[config.mk]
export PLATFORM = sky130hd
export DESIGN_NAME = aes_key_schedule_flat
export DESIGN_NICKNAME = d
export VERILOG_FILES = /design/src/rtl/aes_key_schedule_if.sv /design/src/rtl/aes_key_schedule.sv /design/src/flat_wrapper.sv
export SDC_FILE = /design/constraint.sdc
export NUM_CORES = 2
export LEC_CHECK = 0
export BUFFER_PORTS_ARGS = -buffer_cell sky130_fd_sc_hd__buf_2
export CORE_UTILIZATION = 40
export DETAILED_ROUTE_END_ITERATION = 8
export HOLD_SLACK_MARGIN = 0.02
export PLACE_DENSITY_LB_ADDON = 0.2
export SYNTH_ARGS = -nofsm -noshare
export SYNTH_HDL_FRONTEND = slang
export SYNTH_SLANG_ARGS = --single-unit
[constraint.sdc]
create_clock -name clk -period 11 [get_ports clk]
set_clock_uncertainty 0.2 [all_clocks]
set_input_delay 1.1 -clock clk [delete_from_list [all_inputs] [get_ports clk]]
set_output_delay 1.1 -clock clk [all_outputs]
set_load 0.01 [all_outputs]
[src/rtl/aes_key_schedule_if.sv]
// -----------------------------------------------------------------------------
// aes_key_schedule_if
// Bundles the request, status and round-key read signals of the AES key
// scheduler so the scheduler and its user connect through one port.
//   master : drives start/key_len/key and the read request (rd_en/rd_idx/rd_rev)
//   slave  : the scheduler; returns busy/ready/err/nr and rd_valid/rd_key
// -----------------------------------------------------------------------------
interface aes_key_schedule_if;
   logic         start;
   logic [1:0]   key_len;
   logic [255:0] key;
   logic         busy;
   logic         ready;
   logic         err;
   logic [3:0]   nr;
   logic         rd_en;
   logic [3:0]   rd_idx;
   logic         rd_rev;
   logic         rd_valid;
   logic [127:0] rd_key;

   modport master (
      output start, key_len, key, rd_en, rd_idx, rd_rev,
      input  busy, ready, err, nr, rd_valid, rd_key
   );

   modport slave (
      input  start, key_len, key, rd_en, rd_idx, rd_rev,
      output busy, ready, err, nr, rd_valid, rd_key
   );
endinterface

[src/rtl/aes_key_schedule.sv]
// -----------------------------------------------------------------------------
// aes_key_schedule
// Iterative AES-128/192/256 key expansion: the cipher key is loaded into a word
// store on an accepted start, then one 32-bit schedule word is produced per
// clock. Once complete, 128-bit round keys are served through a registered
// read port in forward or reverse round order.
//   clk, rst_n       : rising-edge clock, asynchronous active-low reset
//   ks.start         : one-cycle expansion request (key_len 00/01/10 = 128/192/256)
//   ks.key           : cipher key, MSB-first, w0 = key[255:224]
//   ks.busy/ready    : expansion running / schedule complete
//   ks.err           : one-cycle pulse for a rejected start
//   ks.nr            : round count of the stored schedule
//   ks.rd_en/idx/rev : round-key read request; rd_valid/rd_key one cycle later
// MAX_WORDS sets the store depth and must be at least 60.
// SUPPORT_256 = 0 makes key_len 10 a rejected request.
// Also contains aes_sbox, the byte substitution table used by SubWord.
// -----------------------------------------------------------------------------

// Combinational AES forward S-box for one byte.
module aes_sbox (
   input  logic [7:0] a,
   output logic [7:0] y
);
   localparam logic [7:0] SBOX [256] = '{
      8'h63, 8'h7c, 8'h77, 8'h7b, 8'hf2, 8'h6b, 8'h6f, 8'hc5, 8'h30, 8'h01, 8'h67, 8'h2b, 8'hfe, 8'hd7, 8'hab, 8'h76,
      8'hca, 8'h82, 8'hc9, 8'h7d, 8'hfa, 8'h59, 8'h47, 8'hf0, 8'had, 8'hd4, 8'ha2, 8'haf, 8'h9c, 8'ha4, 8'h72, 8'hc0,
      8'hb7, 8'hfd, 8'h93, 8'h26, 8'h36, 8'h3f, 8'hf7, 8'hcc, 8'h34, 8'ha5, 8'he5, 8'hf1, 8'h71, 8'hd8, 8'h31, 8'h15,
      8'h04, 8'hc7, 8'h23, 8'hc3, 8'h18, 8'h96, 8'h05, 8'h9a, 8'h07, 8'h12, 8'h80, 8'he2, 8'heb, 8'h27, 8'hb2, 8'h75,
      8'h09, 8'h83, 8'h2c, 8'h1a, 8'h1b, 8'h6e, 8'h5a, 8'ha0, 8'h52, 8'h3b, 8'hd6, 8'hb3, 8'h29, 8'he3, 8'h2f, 8'h84,
      8'h53, 8'hd1, 8'h00, 8'hed, 8'h20, 8'hfc, 8'hb1, 8'h5b, 8'h6a, 8'hcb, 8'hbe, 8'h39, 8'h4a, 8'h4c, 8'h58, 8'hcf,
      8'hd0, 8'hef, 8'haa, 8'hfb, 8'h43, 8'h4d, 8'h33, 8'h85, 8'h45, 8'hf9, 8'h02, 8'h7f, 8'h50, 8'h3c, 8'h9f, 8'ha8,
      8'h51, 8'ha3, 8'h40, 8'h8f, 8'h92, 8'h9d, 8'h38, 8'hf5, 8'hbc, 8'hb6, 8'hda, 8'h21, 8'h10, 8'hff, 8'hf3, 8'hd2,
      8'hcd, 8'h0c, 8'h13, 8'hec, 8'h5f, 8'h97, 8'h44, 8'h17, 8'hc4, 8'ha7, 8'h7e, 8'h3d, 8'h64, 8'h5d, 8'h19, 8'h73,
      8'h60, 8'h81, 8'h4f, 8'hdc, 8'h22, 8'h2a, 8'h90, 8'h88, 8'h46, 8'hee, 8'hb8, 8'h14, 8'hde, 8'h5e, 8'h0b, 8'hdb,
      8'he0, 8'h32, 8'h3a, 8'h0a, 8'h49, 8'h06, 8'h24, 8'h5c, 8'hc2, 8'hd3, 8'hac, 8'h62, 8'h91, 8'h95, 8'he4, 8'h79,
      8'he7, 8'hc8, 8'h37, 8'h6d, 8'h8d, 8'hd5, 8'h4e, 8'ha9, 8'h6c, 8'h56, 8'hf4, 8'hea, 8'h65, 8'h7a, 8'hae, 8'h08,
      8'hba, 8'h78, 8'h25, 8'h2e, 8'h1c, 8'ha6, 8'hb4, 8'hc6, 8'he8, 8'hdd, 8'h74, 8'h1f, 8'h4b, 8'hbd, 8'h8b, 8'h8a,
      8'h70, 8'h3e, 8'hb5, 8'h66, 8'h48, 8'h03, 8'hf6, 8'h0e, 8'h61, 8'h35, 8'h57, 8'hb9, 8'h86, 8'hc1, 8'h1d, 8'h9e,
      8'he1, 8'hf8, 8'h98, 8'h11, 8'h69, 8'hd9, 8'h8e, 8'h94, 8'h9b, 8'h1e, 8'h87, 8'he9, 8'hce, 8'h55, 8'h28, 8'hdf,
      8'h8c, 8'ha1, 8'h89, 8'h0d, 8'hbf, 8'he6, 8'h42, 8'h68, 8'h41, 8'h99, 8'h2d, 8'h0f, 8'hb0, 8'h54, 8'hbb, 8'h16
   };

   assign y = SBOX[a];
endmodule

module aes_key_schedule #(
   parameter int MAX_WORDS   = 60,
   parameter bit SUPPORT_256 = 1'b1
) (
   input  logic               clk,
   input  logic               rst_n,
   aes_key_schedule_if.slave  ks
);
   localparam int AW = $clog2(MAX_WORDS);

   typedef enum logic [1:0] {IDLE, EXPAND, DONE} state_t;

   state_t         state_q, state_d;
   logic [1:0]     len_q;
   logic [AW-1:0]  i_q;        // index of the word written this cycle
   logic [2:0]     kmod_q;     // i_q mod Nk, kept as a wrapping counter
   logic [7:0]     rcon_q;
   logic           err_q;
   logic [3:0]     nr_q;
   logic           rd_valid_q;
   logic [127:0]   rd_key_q;
   logic [31:0]    w [MAX_WORDS];

   logic           key_len_ok, accept, reject, last_word;
   logic [31:0]    prev_word, back_word, sub_in, sub_out, temp, new_word;
   logic [3:0]     rd_r;
   logic [AW-1:0]  rd_base;
   logic           rd_ok;

   // ---- key-length decode ---------------------------------------------------
   function automatic logic [AW-1:0] nk_words(input logic [1:0] len);
      case (len)
         2'b00:   return AW'(4);
         2'b01:   return AW'(6);
         default: return AW'(8);
      endcase
   endfunction

   function automatic logic [2:0] last_kmod(input logic [1:0] len);
      case (len)
         2'b00:   return 3'd3;
         2'b01:   return 3'd5;
         default: return 3'd7;
      endcase
   endfunction

   function automatic logic [AW-1:0] last_idx(input logic [1:0] len);
      case (len)
         2'b00:   return AW'(43);
         2'b01:   return AW'(51);
         default: return AW'(59);
      endcase
   endfunction

   function automatic logic [3:0] rounds(input logic [1:0] len);
      case (len)
         2'b00:   return 4'd10;
         2'b01:   return 4'd12;
         default: return 4'd14;
      endcase
   endfunction

   function automatic logic [7:0] xtime(input logic [7:0] x);
      return {x[6:0], 1'b0} ^ (x[7] ? 8'h1b : 8'h00);
   endfunction

   assign key_len_ok = (ks.key_len == 2'b00) || (ks.key_len == 2'b01) ||
                       ((ks.key_len == 2'b10) && SUPPORT_256);

   // ---- FSM: next state and control strobes --------------------------------
   always_comb begin
      // NOTE: every output of a combinational block gets a default first, so no path leaves it unassigned and infers a latch.
      state_d   = state_q;
      accept    = 1'b0;
      reject    = 1'b0;
      last_word = 1'b0;
      case (state_q)
         IDLE, DONE: begin
            if (ks.start) begin
               if (key_len_ok) begin
                  accept  = 1'b1;
                  state_d = EXPAND;
               end else begin
                  reject  = 1'b1;
               end
            end
         end
         EXPAND: begin
            reject = ks.start;
            if (i_q == last_idx(len_q)) begin
               last_word = 1'b1;
               state_d   = DONE;
            end
         end
         default: state_d = IDLE;
      endcase
   end

   // ---- expansion datapath ---------------------------------------------------
   assign prev_word = w[i_q - AW'(1)];
   assign back_word = w[i_q - nk_words(len_q)];
   // RotWord only on the i mod Nk == 0 step; the 256-bit mid-key step substitutes unrotated.
   assign sub_in    = (kmod_q == 3'd0) ? {prev_word[23:0], prev_word[31:24]} : prev_word;

   for (genvar b = 0; b < 4; b++) begin : g_sbox
      aes_sbox u_sbox (.a(sub_in[8*b +: 8]), .y(sub_out[8*b +: 8]));
   end

   always_comb begin
      temp = prev_word;
      if (kmod_q == 3'd0)
         temp = sub_out ^ {rcon_q, 24'h0};
      else if ((len_q == 2'b10) && (kmod_q == 3'd4))
         temp = sub_out;
   end

   assign new_word = back_word ^ temp;

   // ---- word store -----------------------------------------------------------
   // NOTE: the store carries no reset; ready gates every read, so its power-up contents are never observed.
   always_ff @(posedge clk) begin
      if (accept) begin
         for (int j = 0; j < 8; j++)
            if (AW'(j) < nk_words(ks.key_len))
               w[j] <= ks.key[255-32*j -: 32];
      end else if (state_q == EXPAND) begin
         w[i_q] <= new_word;
      end
   end

   // ---- read address ---------------------------------------------------------
   assign rd_ok   = (state_q == DONE) && (ks.rd_idx <= nr_q);
   assign rd_r    = ks.rd_rev ? (nr_q - ks.rd_idx) : ks.rd_idx;
   assign rd_base = AW'({rd_r, 2'b00});

   // ---- control and read registers ---------------------------------------------
   // NOTE: sequential state uses non-blocking assignments so every register samples pre-edge values.
   always_ff @(posedge clk or negedge rst_n) begin
      if (!rst_n) begin
         state_q    <= IDLE;
         len_q      <= 2'b00;
         i_q        <= '0;
         kmod_q     <= 3'd0;
         rcon_q     <= 8'h00;
         err_q      <= 1'b0;
         nr_q       <= 4'd0;
         rd_valid_q <= 1'b0;
         rd_key_q   <= '0;
      end else begin
         state_q <= state_d;
         err_q   <= reject;

         if (accept) begin
            len_q  <= ks.key_len;
            i_q    <= nk_words(ks.key_len);
            kmod_q <= 3'd0;
            rcon_q <= 8'h01;
         end else if (state_q == EXPAND) begin
            i_q    <= i_q + AW'(1);
            kmod_q <= (kmod_q == last_kmod(len_q)) ? 3'd0 : kmod_q + 3'd1;
            if (kmod_q == 3'd0)
               rcon_q <= xtime(rcon_q);
         end

         if (last_word)
            nr_q <= rounds(len_q);

         if (ks.rd_en) begin
            rd_valid_q <= rd_ok;
            rd_key_q   <= rd_ok ? {w[rd_base], w[rd_base + AW'(1)],
                                   w[rd_base + AW'(2)], w[rd_base + AW'(3)]} : '0;
         end else begin
            rd_valid_q <= 1'b0;
         end
      end
   end

   assign ks.busy     = (state_q == EXPAND);
   assign ks.ready    = (state_q == DONE);
   assign ks.err      = err_q;
   assign ks.nr       = nr_q;
   assign ks.rd_valid = rd_valid_q;
   assign ks.rd_key   = rd_key_q;
endmodule

[src/flat_wrapper.sv]
// flat-port wrapper written by rule: the top's interface ports become plain ports
module aes_key_schedule_flat 
#(
   parameter int MAX_WORDS   = 60,
   parameter bit SUPPORT_256 = 1'b1
)
  (clk, rst_n, ks_start, ks_key_len, ks_key, ks_rd_en, ks_rd_idx, ks_rd_rev, ks_busy, ks_ready, ks_err, ks_nr, ks_rd_valid, ks_rd_key);
  aes_key_schedule_if ks_i ();
  input  logic clk;
  input  logic rst_n;
  input wire logic [$bits(ks_i.start)-1:0] ks_start;
  input wire logic [$bits(ks_i.key_len)-1:0] ks_key_len;
  input wire logic [$bits(ks_i.key)-1:0] ks_key;
  input wire logic [$bits(ks_i.rd_en)-1:0] ks_rd_en;
  input wire logic [$bits(ks_i.rd_idx)-1:0] ks_rd_idx;
  input wire logic [$bits(ks_i.rd_rev)-1:0] ks_rd_rev;
  output wire logic [$bits(ks_i.busy)-1:0] ks_busy;
  output wire logic [$bits(ks_i.ready)-1:0] ks_ready;
  output wire logic [$bits(ks_i.err)-1:0] ks_err;
  output wire logic [$bits(ks_i.nr)-1:0] ks_nr;
  output wire logic [$bits(ks_i.rd_valid)-1:0] ks_rd_valid;
  output wire logic [$bits(ks_i.rd_key)-1:0] ks_rd_key;
  assign ks_i.start = ks_start;
  assign ks_i.key_len = ks_key_len;
  assign ks_i.key = ks_key;
  assign ks_i.rd_en = ks_rd_en;
  assign ks_i.rd_idx = ks_rd_idx;
  assign ks_i.rd_rev = ks_rd_rev;
  assign ks_busy = ks_i.busy;
  assign ks_ready = ks_i.ready;
  assign ks_err = ks_i.err;
  assign ks_nr = ks_i.nr;
  assign ks_rd_valid = ks_i.rd_valid;
  assign ks_rd_key = ks_i.rd_key;
  aes_key_schedule #(.MAX_WORDS(MAX_WORDS), .SUPPORT_256(SUPPORT_256)) u_core (.clk(clk), .rst_n(rst_n), .ks(ks_i));
endmodule
After elaboration in Yosys (flattened, before gate mapping). Memories as Yosys holds them, arrays and structs flattened. Cells that the tools add are included.

Bitwise gates (word level): 7. Reduce and logical (&&, ||, !) cells: 14. Add/sub/neg operators: 8. Order comparisons: 13. Equality and inequality tests: 12. Multiplexer cells: 74.

Operators with widths (number): $mux 128 (1); $mux 32 (4); $mux 8 (11); $xor 32x32->32 (2); $ge 9x9->1 const B (4); $mux 1 (36); $not 8->9 (4); $reduce_or 32->1 (1); $mux 6 (5); $lt 3x6->1 const A (4); $pmux 4 s2 (2); $mux 3 (5); $add 6x1->6 const B (2); $add 6x2->6 const B (2); $lt 1x6->1 const A (2); $lt 2x6->1 const A (2); $pmux 3 s2 (2); $pmux 5 s2 (1); $xor 8x8->8 (1); $eq 2x1->1 const B (3); $eq 2x2->1 const B (3); $eq 6x6->1 (1); $logic_not 2->1 (3); $mux 2 (3); other kinds (20) (24).

Input bits: 267. Logic and storage cells: 142. Bits in registers: 155. Memory bits (read-only): 8192. Memories: 5. RAM bits: 1920. Output and inout bits: 136.

Memory list: (name not given) (words 256, width 8, read ports 1, clocked after memory_dff 0, write ports 0, line aes_key_schedule.sv:43) `assign y = SBOX[a];`; (name not given) (words 256, width 8, read ports 1, clocked after memory_dff 0, write ports 0, line aes_key_schedule.sv:43); (name not given) (words 256, width 8, read ports 1, clocked after memory_dff 0, write ports 0, line aes_key_schedule.sv:43); (name not given) (words 256, width 8, read ports 1, clocked after memory_dff 0, write ports 0, line aes_key_schedule.sv:43); u_core.w (words 60, width 32, read ports 6, clocked after memory_dff 0, write ports 8, line aes_key_schedule.sv:67) `logic [31:0] w [MAX_WORDS];`.

Logic depth before layout (Yosys ltp).
Word-level depth: 12. Depth in mapped cells: 34. Gate-level depth less buffers: 21.

Modules after synthesis. A second synthesis with hierarchy kept.

Cell total of the unflattened synthesis: 9970. Area, all modules: 134859.3 sq um.

By module, submodules not included: aes_key_schedule (sequential area each 65352.7 sq um, cells each 7942, instances 1, area each 122142.1 sq um); aes_sbox (sequential area each 0.0 sq um, cells each 507, instances 4, area each 3179.3 sq um).

Least setup slack after synthesis. Ideal clock, no wire load.

Kind: reg2reg. Start point: register u_core.i_q[0]. End point: memory u_core.w[10][6] (data pin). Period minus slack after synthesis: 8.376 ns. Library setup time: 0.495 ns. Data arrival time: 7.681 ns. Required time: 10.305 ns. Stages on the path, launching flop included: 34. Slack: 2.624 ns. Path buffers: 14. Cells stage by stage: dfrtp_1 -> buf_6 -> buf_12 -> buf_8 -> inv_2 -> buf_2 -> ha_1 -> buf_4 -> buf_6 -> buf_6 -> buf_4 -> buf_4 -> buf_4 -> buf_4 -> clkbuf_1 -> mux4_2 -> mux2i_1 -> mux2_2 -> mux2i_1 -> o221ai_1 -> buf_2 -> inv_1 -> ha_1 -> clkbuf_1 -> inv_1 -> nor2_1 -> nor2_1 -> a21oi_1 -> a22oi_1 -> o2111ai_1 -> o21a_1 -> mux2i_1 -> mux2_2 -> xor2_1.

RTL lines: start, declared (line aes_key_schedule.sv:60) `logic [AW-1:0] i_q;`; start signal, assigned (line aes_key_schedule.sv:200) `i_q <= nk_words(ks.key_len);`; start signal, assigned (line aes_key_schedule.sv:204) `i_q <= i_q + AW'(1);`; end, declared (line aes_key_schedule.sv:67).

==> flow_metrics.tcl <==
set metrics [dict create \
    htree_num_levels 4 \
    area_growth_pct 12.0 \
    final_util_pct 45.0 \
    antenna_found_initial 60 \
    ctsResizeCount 0 \
    core_um2 337000 \
    die_y_um 584 \
    cts_buffer_depth 4 \
    critPathKind "flip-flop to flip-flop" \
    syn_inst 9109 \
    synth.area.top_cells "edfxtp_1 (45%), mux4_2 (28%), dfrtp_1 (2.8%)" \
    period_share_pct 92.0 \
    setup_viol 0 \
    yosys_warnings 0 \
    port_buffers 401 \
    dieArea_um2 341000 \
    fp.dieW_um 584 \
    start_util_pct 40.2 \
    startpoint_type "flip-flop" \
    cp_common_cell "buf_4" \
    crit_start "u_core.i_q[0]" \
    cp-end-kind "flip-flop" \
    yosysSeqAreaShare_pct 48.3 \
    slew_violations 11 \
    synth_edf_count 2048 \
    syn_area_um2 135000 \
    io_pins 403 \
    cap_violations 2 \
    synth_area_leader_cell "edfxtp_1" \
    setup_slack_ns 0.875 \
    grt_pass1_vias 99417 \
    postCtsSetupRepairBufs 0 \
    slew_headroom_pct -3.17 \
    grt_use_total_pct 36.8 \
    hp-class "input port to flip-flop" \
    fill_cells 29510 \
    finalNetCount 9682 \
    async_flop_share_pct 6.99 \
    slowest_stage "o311ai_2" \
    drive_gt1_share_pct 35.5 \
    clk_pin_slew_worst_paths_ns 0.07 \
    grt_setup_unrepaired "no" \
    rows 213 \
    grt_max_degree 180 \
    ys_ff_latch 2202 \
    worst_ep_arrival_time_ns 10.59 \
    period_needed_ns 10.13 \
    cts_root_buf "clkbuf_16" \
    crit_fanout 56 \
    synth.avg_cell_area_um2 14.9 \
    ctsHoldBuffers 1 \
    violations "max-capacitance violations, max-slew violations" \
    post-place-ws_ns 1.23 \
    via_per_inst 7.42 \
    cts_tree "yes" \
    drc 0 \
    drt_iter0_drc 19324 \
    tns_ns 0 \
    gp_congestion 1.01 \
    status "finished with violations" \
    hold_start "ks_key[63]" \
    worst_pin_slew_ns 1.55 \
    dp_hpwl_um 427000 \
    ant_nets 0 \
    critPathBufInv 6 \
    syn_nets 9446 \
    synth_top_area_share_pct 45.5 \
    overflow 0 \
    ys.flop_type "edfxtp_1" \
    path_delay_family "compound AO/OA/AOI/OAI gates" \
    reg2reg_from "u_core.i_q[0]" \
    finalHoldViolCount 0 \
    clock_sinks 2202 \
    totalWireLength_um 638000 \
    cp.required_ns 11.47 \
    route.vias.total 104455 \
    wire_per_inst_um 45.3 \
    slowest_delay_ns 0.71 \
    grt_pass1_wl_um 860000 \
    fmax_mhz 98.8 \
    ys_types 128 \
    path_cells "inv_2 -> ha_4 -> buf_12 -> buf_4 -> mux4_2 -> mux2i_1 -> o21ai_0 -> nand3_1 -> nor2_1 -> a211oi_4 -> inv_1 -> ha_1 -> nand4_1 -> a21oi_1 -> a221o_1 -> o21ai_0 -> o311ai_2 -> xor2_1 -> a221oi_2 -> buf_4 -> xor2_4 -> buf_4" \
    cts_buffers 233 \
    clk_latency_ns 0.95 \
    firstDrtPassIters 9 \
]
## cells in the final DEF, fill, tap and decap left out, types with 152 or more instances in the layout
cell / count
a21oi_1: 262
buf_2: 398
buf_4: 414
clkbuf_16: 238
dfrtp_1: 152
edfxtp_1: 2048
inv_1: 194
mux2_2: 253
mux2i_1: 324
mux4_2: 1684
nand2_1: 733
nor2_1: 416
o21ai_0: 463
o22ai_1: 174
## logic make-up (layout without fill, tap and decap cells)
| group | Yosys count | after routing | synth area share [%] |
|---|---|---|---|
| muxes | 2274 | 2274 | 32.7 |
| and+or+nand+nor | 1718 | 1718 | 5.56 |
| buffers and inverters | 1061 | 1488 | 3.76 |
| AOI/OAI and AO/OA | 1711 | 1711 | 8.45 |
| adders and majority gates | 70 | 70 | 0.658 |
| xor gates and xnor gates | 72 | 72 | 0.555 |
| DFF | 2202 | 2202 | 48.3 |
| other | 1 | 29 | 0.00277 |
## stage by stage
stage	cell area (um2)	std cells	hold WS, ns
global route	152000	14065	0.254
global placement	144000	13624	0.313
floorplan	135000	9109	0.296
detailed placement	144000	13624	0.316
finish	152000	14079	0.257
CTS	152000	14051	0.218
## area by class of cell
type | count | area (um2) | area share (%)
antenna | 28 | 70.1 | 0.0462
clock buffer | 281 | 6250 | 4.12
clock inverter | 145 | 1630 | 1.08
inverter | 205 | 772 | 0.509
multi-input combinational | 5846 | 65900 | 43.5
sequential | 2202 | 65400 | 43.1
tap | 4515 | 5650 | 3.73
timing repair buffer | 857 | 5970 | 3.94
## worst min-delay path: cells and delay by family
kind                   cells  cell delay (ns)
AO/OA/AOI/OAI              1             0.06
buffers and inverters      1             0.08
AND/OR/NAND/NOR            1             0.04
## per-layer routing
layer  part of all wire, %  track usage, %  up-vias
met4                   9.5            27.9       32
met5                 0.035               0        -
met2                    42            53.1    10239
met3                    15            13.2     2110
met1                    34            45.1    53659
li1                      -               -    38415
## flip-flops by register name, indices dropped and copies added, names as in the netlist
signal              count
u_core.ks.rd_valid      1
u_core.ks.err           1
u_core.rcon_q           8
u_core.kmod_q           3
u_core.ks.rd_key      128
u_core.i_q              6
u_core.w             2048
u_core.ks.nr            3
u_core.len_q            2
u_core.state_q          2
## synthesized netlist by cell type (all sizes together) (17+ instances only)
cell,count
a2111oi,40
a211o,25
a211oi,104
a21oi,264
a221oi,61
a22oi,27
a311oi,28
a31oi,59
a32oi,28
and2,25
and3,53
buf,444
clkbuf,412
dfrtp,154
edfxtp,2048
ha,68
inv,202
mux2,253
mux2i,330
mux4,1691
nand2,747
nand2b,30
nand3,142
nand4,40
nor2,488
nor2b,17
nor3,80
o211ai,80
o21ai,511
o221ai,43
o22ai,176
o311ai,38
o31ai,29
or2,20
or3,20
xnor2,42
xor2,30
## path summary, 6_finish.rpt
kind / endpoint / slack, ns / cells after the start
worst min register to register: u_core.ks.rd_key[85] / 0.32 / 2
min in group asynchronous: u_core.ks.rd_key[43] / 0.46 / 2
max in group asynchronous: u_core.i_q[0] / 7.78 / 4
worst max register to register: u_core.w[45][27] / 0.87 / 22
worst min-delay path: u_core.w[6][31] / 0.26 / 3
worst max-delay path: u_core.w[45][27] / 0.87 / 22
Power is left out: the tool's default activity adds up to more than one toggle a clock period on the data nets, which glitch-free logic cannot reach.
